===== config.mk =====
export PLATFORM = sky130hd
export DESIGN_NAME = mem_responder
export DESIGN_NICKNAME = d
export VERILOG_FILES = /design/src/rtl/mem_responder_pkg.sv /design/src/rtl/mem_responder_ram.sv /design/src/rtl/mem_responder.sv
export SDC_FILE = /design/constraint.sdc
export NUM_CORES = 2
export LEC_CHECK = 0
export ABC_AREA = 1
export CAP_MARGIN = 20
export CORE_MARGIN = 10
export CORE_UTILIZATION = 60
export DETAILED_ROUTE_END_ITERATION = 16
export GPL_TIMING_DRIVEN = 0
export PLACE_DENSITY = 0.76
export SETUP_SLACK_MARGIN = 0.5
export SYNTH_ARGS = -nofsm -noshare
export SYNTH_HDL_FRONTEND = slang
export SYNTH_SLANG_ARGS = --single-unit

===== constraint.sdc =====
create_clock -name clk_qzt -period 23 [get_ports clk_qzt]
set_clock_uncertainty 0.05 [all_clocks]
set_input_delay 4.6 -clock clk_qzt [delete_from_list [all_inputs] [get_ports clk_qzt]]
set_output_delay 4.6 -clock clk_qzt [all_outputs]
set_load 0.02 [all_outputs]

===== src/rtl/mem_responder_pkg.sv =====
// mem_responder_pkg: shared types and defaults for the mem_responder block.
//   state_e       : controller states (CLEAR, IDLE, LOAD, DONE)
//   AW_DEF/DW_DEF : default address / data widths
//   INIT_BYTE_DEF : default fill value written by the clear sequencer (NOP)
package mem_responder_pkg;

    localparam int          AW_DEF        = 8;
    localparam int          DW_DEF        = 8;
    localparam logic [7:0]  INIT_BYTE_DEF = 8'h00;

    typedef enum logic [1:0] {
        CLEAR = 2'd0,
        IDLE  = 2'd1,
        LOAD  = 2'd2,
        DONE  = 2'd3
    } state_e;

endpackage


===== src/rtl/mem_responder_ram.sv =====
// mem_responder_ram: plain single-port synchronous RAM, 2**AW x DW.
// Read-first: rdata_o gets the old contents of addr_i on every enabled edge.
// Kept free of resets and byte enables so it maps onto block RAM.
//   clk_i   : clock
//   ce_i    : port enable; when low, neither memory nor rdata_o changes
//   we_i    : write enable (qualified by ce_i)
//   addr_i  : address
//   wdata_i : write data
//   rdata_o : registered read data
module mem_responder_ram #(
    parameter int AW = 8,
    parameter int DW = 8
) (
    input  logic          clk_i,
    input  logic          ce_i,
    input  logic          we_i,
    input  logic [AW-1:0] addr_i,
    input  logic [DW-1:0] wdata_i,
    output logic [DW-1:0] rdata_o
);

    logic [DW-1:0] mem_q [0:(1<<AW)-1];
    logic [DW-1:0] rdata_q;

    always_ff @(posedge clk_i) begin
        if (ce_i) begin
            if (we_i) begin
                mem_q[addr_i] <= wdata_i;
            end
            rdata_q <= mem_q[addr_i];
        end
    end

    assign rdata_o = rdata_q;

endmodule


===== src/rtl/mem_responder.sv =====
// mem_responder: responder end of the CPU memory bus. A 2**AW x DW RAM shared
// between the CPU port, a host byte loader and a post-reset clear sequencer.
// The CPU port only has access in IDLE; otherwise its writes are dropped and
// it reads back INIT_BYTE.
//
// Optional write protection: define MEM_RESPONDER_WRPROT_EN to add wp_limit /
// wp_fault. CPU writes below wp_limit are dropped and flag a sticky fault.
//
// Ports:
//   clk_qzt, reset          : clock, synchronous active-high reset
//   en                      : global enable; low freezes everything
//   cpu_addr/wdata/we/rdata : CPU bus, read data one cycle after address
//   ld_start/ld_base        : begin a load at ld_base (IDLE only)
//   ld_valid/ld_data/ld_last: host byte stream, ld_last marks the final byte
//   ld_ready                : byte accepted this cycle when ld_valid is high
//   ld_sum                  : mod-2**DW sum of bytes accepted in the current load
//   ld_done                 : one-cycle pulse after the final byte is written
//   busy                    : clear or load in progress
//   wp_limit, wp_fault      : (optional) protection limit, sticky fault flag
module mem_responder
    import mem_responder_pkg::*;
#(
    parameter int            AW             = AW_DEF,
    parameter int            DW             = DW_DEF,
    parameter logic [DW-1:0] INIT_BYTE      = DW'(INIT_BYTE_DEF),
    parameter bit            CLEAR_ON_RESET = 1'b1
) (
    input  logic          clk_qzt,
    input  logic          reset,
    input  logic          en,
    input  logic [AW-1:0] cpu_addr,
    input  logic [DW-1:0] cpu_wdata,
    input  logic          cpu_we,
    output logic [DW-1:0] cpu_rdata,
    input  logic          ld_start,
    input  logic [AW-1:0] ld_base,
    input  logic          ld_valid,
    input  logic [DW-1:0] ld_data,
    input  logic          ld_last,
    output logic          ld_ready,
    output logic [DW-1:0] ld_sum,
    output logic          ld_done,
    output logic          busy
`ifdef MEM_RESPONDER_WRPROT_EN
    ,
    input  logic [AW-1:0] wp_limit,
    output logic          wp_fault
`endif
);

    state_e        state_q, state_d;
    logic [AW-1:0] cnt_q, cnt_d;
    logic [DW-1:0] sum_q, sum_d;
    // cpu_rdata comes either straight from the RAM (plain reads) or from a
    // local register (write-through data, INIT_BYTE while blocked, reset 0).
    logic [DW-1:0] rdata_q, rdata_d;
    logic          src_ram_q, src_ram_d;

    logic          ram_ce, ram_we;
    logic [AW-1:0] ram_addr;
    logic [DW-1:0] ram_wdata, ram_rdata;
    logic          wr_ok;
`ifdef MEM_RESPONDER_WRPROT_EN
    logic          wp_fault_q, wp_fault_d;
    logic          wp_hit;
    assign wp_hit = cpu_addr < wp_limit;
`endif

    // Reset blocks the RAM outright so an aborted clear/load writes nothing.
    assign ram_ce = en && !reset;

    always_comb begin
        state_d   = state_q;
        cnt_d     = cnt_q;
        sum_d     = sum_q;
        rdata_d   = rdata_q;
        src_ram_d = src_ram_q;
        ram_we    = 1'b0;
        ram_addr  = cpu_addr;
        ram_wdata = cpu_wdata;
        wr_ok     = 1'b0;
`ifdef MEM_RESPONDER_WRPROT_EN
        wp_fault_d = wp_fault_q;
`endif
        if (en) begin
            unique case (state_q)
                CLEAR: begin
                    ram_we    = 1'b1;
                    ram_addr  = cnt_q;
                    ram_wdata = INIT_BYTE;
                    cnt_d     = cnt_q + AW'(1);
                    rdata_d   = INIT_BYTE;
                    src_ram_d = 1'b0;
                    if (cnt_q == '1) state_d = IDLE;
                end
                IDLE: begin
`ifdef MEM_RESPONDER_WRPROT_EN
                    wr_ok = cpu_we && !wp_hit;
                    if (cpu_we && wp_hit) wp_fault_d = 1'b1;
`else
                    wr_ok = cpu_we;
`endif
                    if (wr_ok) begin
                        ram_we    = 1'b1;
                        rdata_d   = cpu_wdata;
                        src_ram_d = 1'b0;
                    end else begin
                        // Plain read, or a protected write that reads back
                        // the existing contents.
                        src_ram_d = 1'b1;
                    end
                    if (ld_start) begin
                        state_d = LOAD;
                        cnt_d   = ld_base;
                        sum_d   = '0;
                    end
                end
                LOAD: begin
                    rdata_d   = INIT_BYTE;
                    src_ram_d = 1'b0;
                    if (ld_valid) begin
                        ram_we    = 1'b1;
                        ram_addr  = cnt_q;
                        ram_wdata = ld_data;
                        cnt_d     = cnt_q + AW'(1);
                        sum_d     = sum_q + ld_data;
                        if (ld_last) state_d = DONE;
                    end
                end
                DONE: begin
                    rdata_d   = INIT_BYTE;
                    src_ram_d = 1'b0;
                    state_d   = IDLE;
                end
                default: state_d = IDLE;
            endcase
        end
    end

    always_ff @(posedge clk_qzt) begin
        if (reset) begin
            state_q    <= CLEAR_ON_RESET ? CLEAR : IDLE;
            cnt_q      <= '0;
            sum_q      <= '0;
            rdata_q    <= '0;
            src_ram_q  <= 1'b0;
`ifdef MEM_RESPONDER_WRPROT_EN
            wp_fault_q <= 1'b0;
`endif
        end else begin
            state_q    <= state_d;
            cnt_q      <= cnt_d;
            sum_q      <= sum_d;
            rdata_q    <= rdata_d;
            src_ram_q  <= src_ram_d;
`ifdef MEM_RESPONDER_WRPROT_EN
            wp_fault_q <= wp_fault_d;
`endif
        end
    end

    mem_responder_ram #(
        .AW(AW),
        .DW(DW)
    ) u_ram (
        .clk_i   (clk_qzt),
        .ce_i    (ram_ce),
        .we_i    (ram_we),
        .addr_i  (ram_addr),
        .wdata_i (ram_wdata),
        .rdata_o (ram_rdata)
    );

    assign cpu_rdata = src_ram_q ? ram_rdata : rdata_q;
    assign ld_ready  = en && (state_q == LOAD);
    assign ld_sum    = sum_q;
    assign ld_done   = (state_q == DONE);
    assign busy      = (state_q == CLEAR) || (state_q == LOAD);
`ifdef MEM_RESPONDER_WRPROT_EN
    assign wp_fault  = wp_fault_q;
`endif

endmodule


==> results.sh <==
export IMPL_ioPinCount=58
export IMPL_worst_ep_arrival_time_ns=5.94
export IMPL_setup_violations=0
export IMPL_cp_num_buf_inv=3
export IMPL_async_reset_ff_frac=0
export IMPL_yosysSeqAreaShare=0.698
export IMPL_grt_pass1_vias=62075
export IMPL_status="complete, no violations"
export IMPL_synthToLayoutAreaGrowth_pct=12.6
export IMPL_vias=66205
export IMPL_antenna_found_initial=14
export IMPL_slowest_delay_ns=0.60
export IMPL_place_ws_ns=12.40
export IMPL_wl_um=273000
export IMPL_grt_pass1_wl_um=394000
export IMPL_netlist_area_um2=89200
export IMPL_hold_violations=0
export IMPL_yosys_warnings=0
export IMPL_gr_total_overflow=0
export IMPL_pwr_share_comb=0.161
export IMPL_rows=141
export IMPL_layout_drive_gt1_share=0.0734
export IMPL_max_cap_violations=0
export IMPL_p_clk_frac=0.362
export IMPL_synthTopCellsByCount="5020 x nand2_1, 2056 x edfxtp_1, 521 x nand3_1, 351 x nor2_1, 269 x buf_2"
export IMPL_finalPower_w=0.00889
export IMPL_initial_core_util=0.604
export IMPL_cp_slowest_cell="clkdlybuf4s50_1"
export IMPL_track_usage=0.326
export IMPL_crit_fanout=5
export IMPL_ant_nets=0
export IMPL_finalCriticalPeriod_ns=10.59
export IMPL_synth_top_area_frac=0.692
export IMPL_cts_repair_resized=0
export IMPL_p_int_w=0.00638
export IMPL_ys_ff_latch=2083
export IMPL_clkLatencyLatePin_ns=0.84
export IMPL_io_buffers=57
export IMPL_synth_largest_area_cell="edfxtp_1"
export IMPL_max_freq_ghz=0.0945
export IMPL_drt_iter0_markers=10361
export IMPL_hpwl_um=192000
export IMPL_first_pass_iters=8
export IMPL_synthDistinctLibCells=40
export IMPL_numClockSinks=2083
export IMPL_path_clk_slew_ns=0.06
export IMPL_postCtsHoldBufs=0
export IMPL_start_kind="primary input"
export IMPL_drv_slew=0
export IMPL_powerDensity_nw_per_um2=88.5
export IMPL_synthFlopType="edfxtp_1"
export IMPL_crit_path_frequent_cell="clkdlybuf4s50_1"
export IMPL_syn_nets=8865
export IMPL_clockBufferDepth=3
export IMPL_synth_cells=8811
export IMPL_grt_setup_unrepaired="false"
export IMPL_avgRoutedWirePerCell_um=24.2
export IMPL_leakagePower_nw=41.5
export IMPL_worst_pin_slew_ns=1.19
export IMPL_swShare=0.282
export IMPL_synth_edf_count=2056
export IMPL_critPathKind="in2out"
export IMPL_finalCritPeriodShare=0.460
export IMPL_chipHeight_um=406
export IMPL_viasPerCell=5.89
export IMPL_route_detailed_drc=0
export IMPL_grt_max_degree=36
export IMPL_critPathTopFamily="buffers and inverters"
export IMPL_required_ns=18.35
export IMPL_cts_tree="built"
export IMPL_die_area_um2=164000
export IMPL_postCtsSetupBuffers=0
export IMPL_sequentialPowerShare=0.476
export IMPL_worstHoldPathType="reg2reg"
export IMPL_num_nets_final=9205
export IMPL_whs_ns=0.411
export IMPL_yosys_top_cells_area="edfxtp_1 69%, nand2_1 21%, nand3_1 2.9%, buf_2 1.5%, nor2_1 1.5%"
export IMPL_core_um2=148000
export IMPL_setup_ws_ns=12.41
export IMPL_power_switching_w=0.00251
export IMPL_htree_levels=4
export IMPL_finalWeightedCongestion=1.01
export IMPL_cts_made_buffers=200
export IMPL_fin_tns_setup_ns=0
export IMPL_slew_headroom=0.202
export IMPL_yosysMostFrequentCell="nand2_1"
export IMPL_syn_area_per_cell_um2=10.1
export IMPL_cp_end_kind="output pin"
export IMPL_cts_root_buf="clkbuf_16"
export IMPL_vdd_drop_max_v=0.0000745
export IMPL_die_w_um=406
export IMPL_crit_chain="clkdlybuf4s50_1 > nand2_1 > inv_1 > clkdlybuf4s50_1"
[tightest hold or removal path, stage by stage (launching register included)]
cell and delay, ns:
dfxtp_1 0.30, inv_1 0.06, a211oi_1 0.06
[per-layer routing]
layer | share of wire | wire length (um) | track usage
met5 | 0.000073 | 20 | 0
met4 | 0.067 | 18400 | 0.187
met3 | 0.14 | 37200 | 0.0895
met2 | 0.44 | 120000 | 0.492
met1 | 0.36 | 97400 | 0.426
[placed cells by master (no fill, tap or decap), types with 3 or more instances in the layout]
cell type / instances
buf_16: 27
clkinv_1: 52
inv_1: 56
buf_12: 51
nor2_1: 351
buf_6: 6
buf_1: 46
nand2_4: 5
inv_6: 5
clkinv_2: 35
a31oi_1: 3
clkbuf_1: 219
clkinv_16: 3
buf_2: 269
nand2_2: 3
nand3_1: 521
clkinvlp_4: 5
a21oi_1: 32
nor2_2: 14
o21ai_1: 106
clkbuf_2: 3
diode_2: 6
edfxtp_1: 2056
nor3_2: 4
clkbuf_16: 203
bufinv_16: 16
clkdlybuf4s50_1: 57
o21ai_4: 8
nand2_1: 5020
ha_1: 14
a211oi_1: 12
inv_2: 7
o22ai_1: 3
buf_4: 5
dfxtp_1: 27
o21ai_0: 41
[kinds of logic (layout without fill, tap and decap cells)]
kind of cell	after synthesis	in the layout	synth area share
and+or+nand+nor	5928	5928	0.258
DFF	2083	2083	0.698
AOI/OAI and AO/OA	212	212	0.0127
xor gates and xnor gates	3	3	0.000295
other	0	6	0
buffers and inverters	570	1072	0.0284
adders and majority gates	15	15	0.00219
[worst paths after layout]
path,start,endpoint,slack [ns],depth (start not counted)
setup / recovery,en,ld_ready,12.41,4
hold / removal,rdata_q[6],rdata_q[6],0.41,2
setup reg to reg,state_q[0],u_ram.mem_q[182][3],16.50,14
hold reg to reg,rdata_q[6],rdata_q[6],0.41,2
[area by class of cell]
class | count | area, um2
antenna | 6 | 15.0
buffer | 505 | 2290
clock buffer | 244 | 5230
clock inverter | 120 | 1100
fill | 10540 | 47200
inverter | 65 | 246
multi-input combinational | 6158 | 24500
sequential | 2083 | 62300
tap | 1930 | 2410
timing repair buffer | 138 | 2370
[flip-flops by register name, summed over array words and instances, names as in the netlist]
signal         count
u_ram.mem_q     2048
cnt_q              8
ld_sum             8
rdata_q            8
u_ram.rdata_o      8
state_q            2
src_ram_q          1
[through the flow]
step | cells | area [um2] | utilization
5_1_grt | 11243 | 100000 | 0.680
3_3_place_gp | 10798 | 92200 | 0.624
2_1_floorplan | 8811 | 89200 | -
3_5_place_dp | 10879 | 94100 | 0.637
4_1_cts | 11243 | 100000 | 0.680
6_report | 11249 | 100000 | 0.680
[power by group through the flow]
stage | Clock (W) | Sequential, W | Combinational, W
floorplan | 0 | 0.00440 | 0.000761
global placement | 0 | 0.00455 | 0.00127
detailed placement | 0 | 0.00432 | 0.00137
CTS | 0.00321 | 0.00424 | 0.00138
global route | 0.00337 | 0.00423 | 0.00152
finish | 0.00322 | 0.00424 | 0.00143
Note: power is estimated with default switching activity, not from simulation.
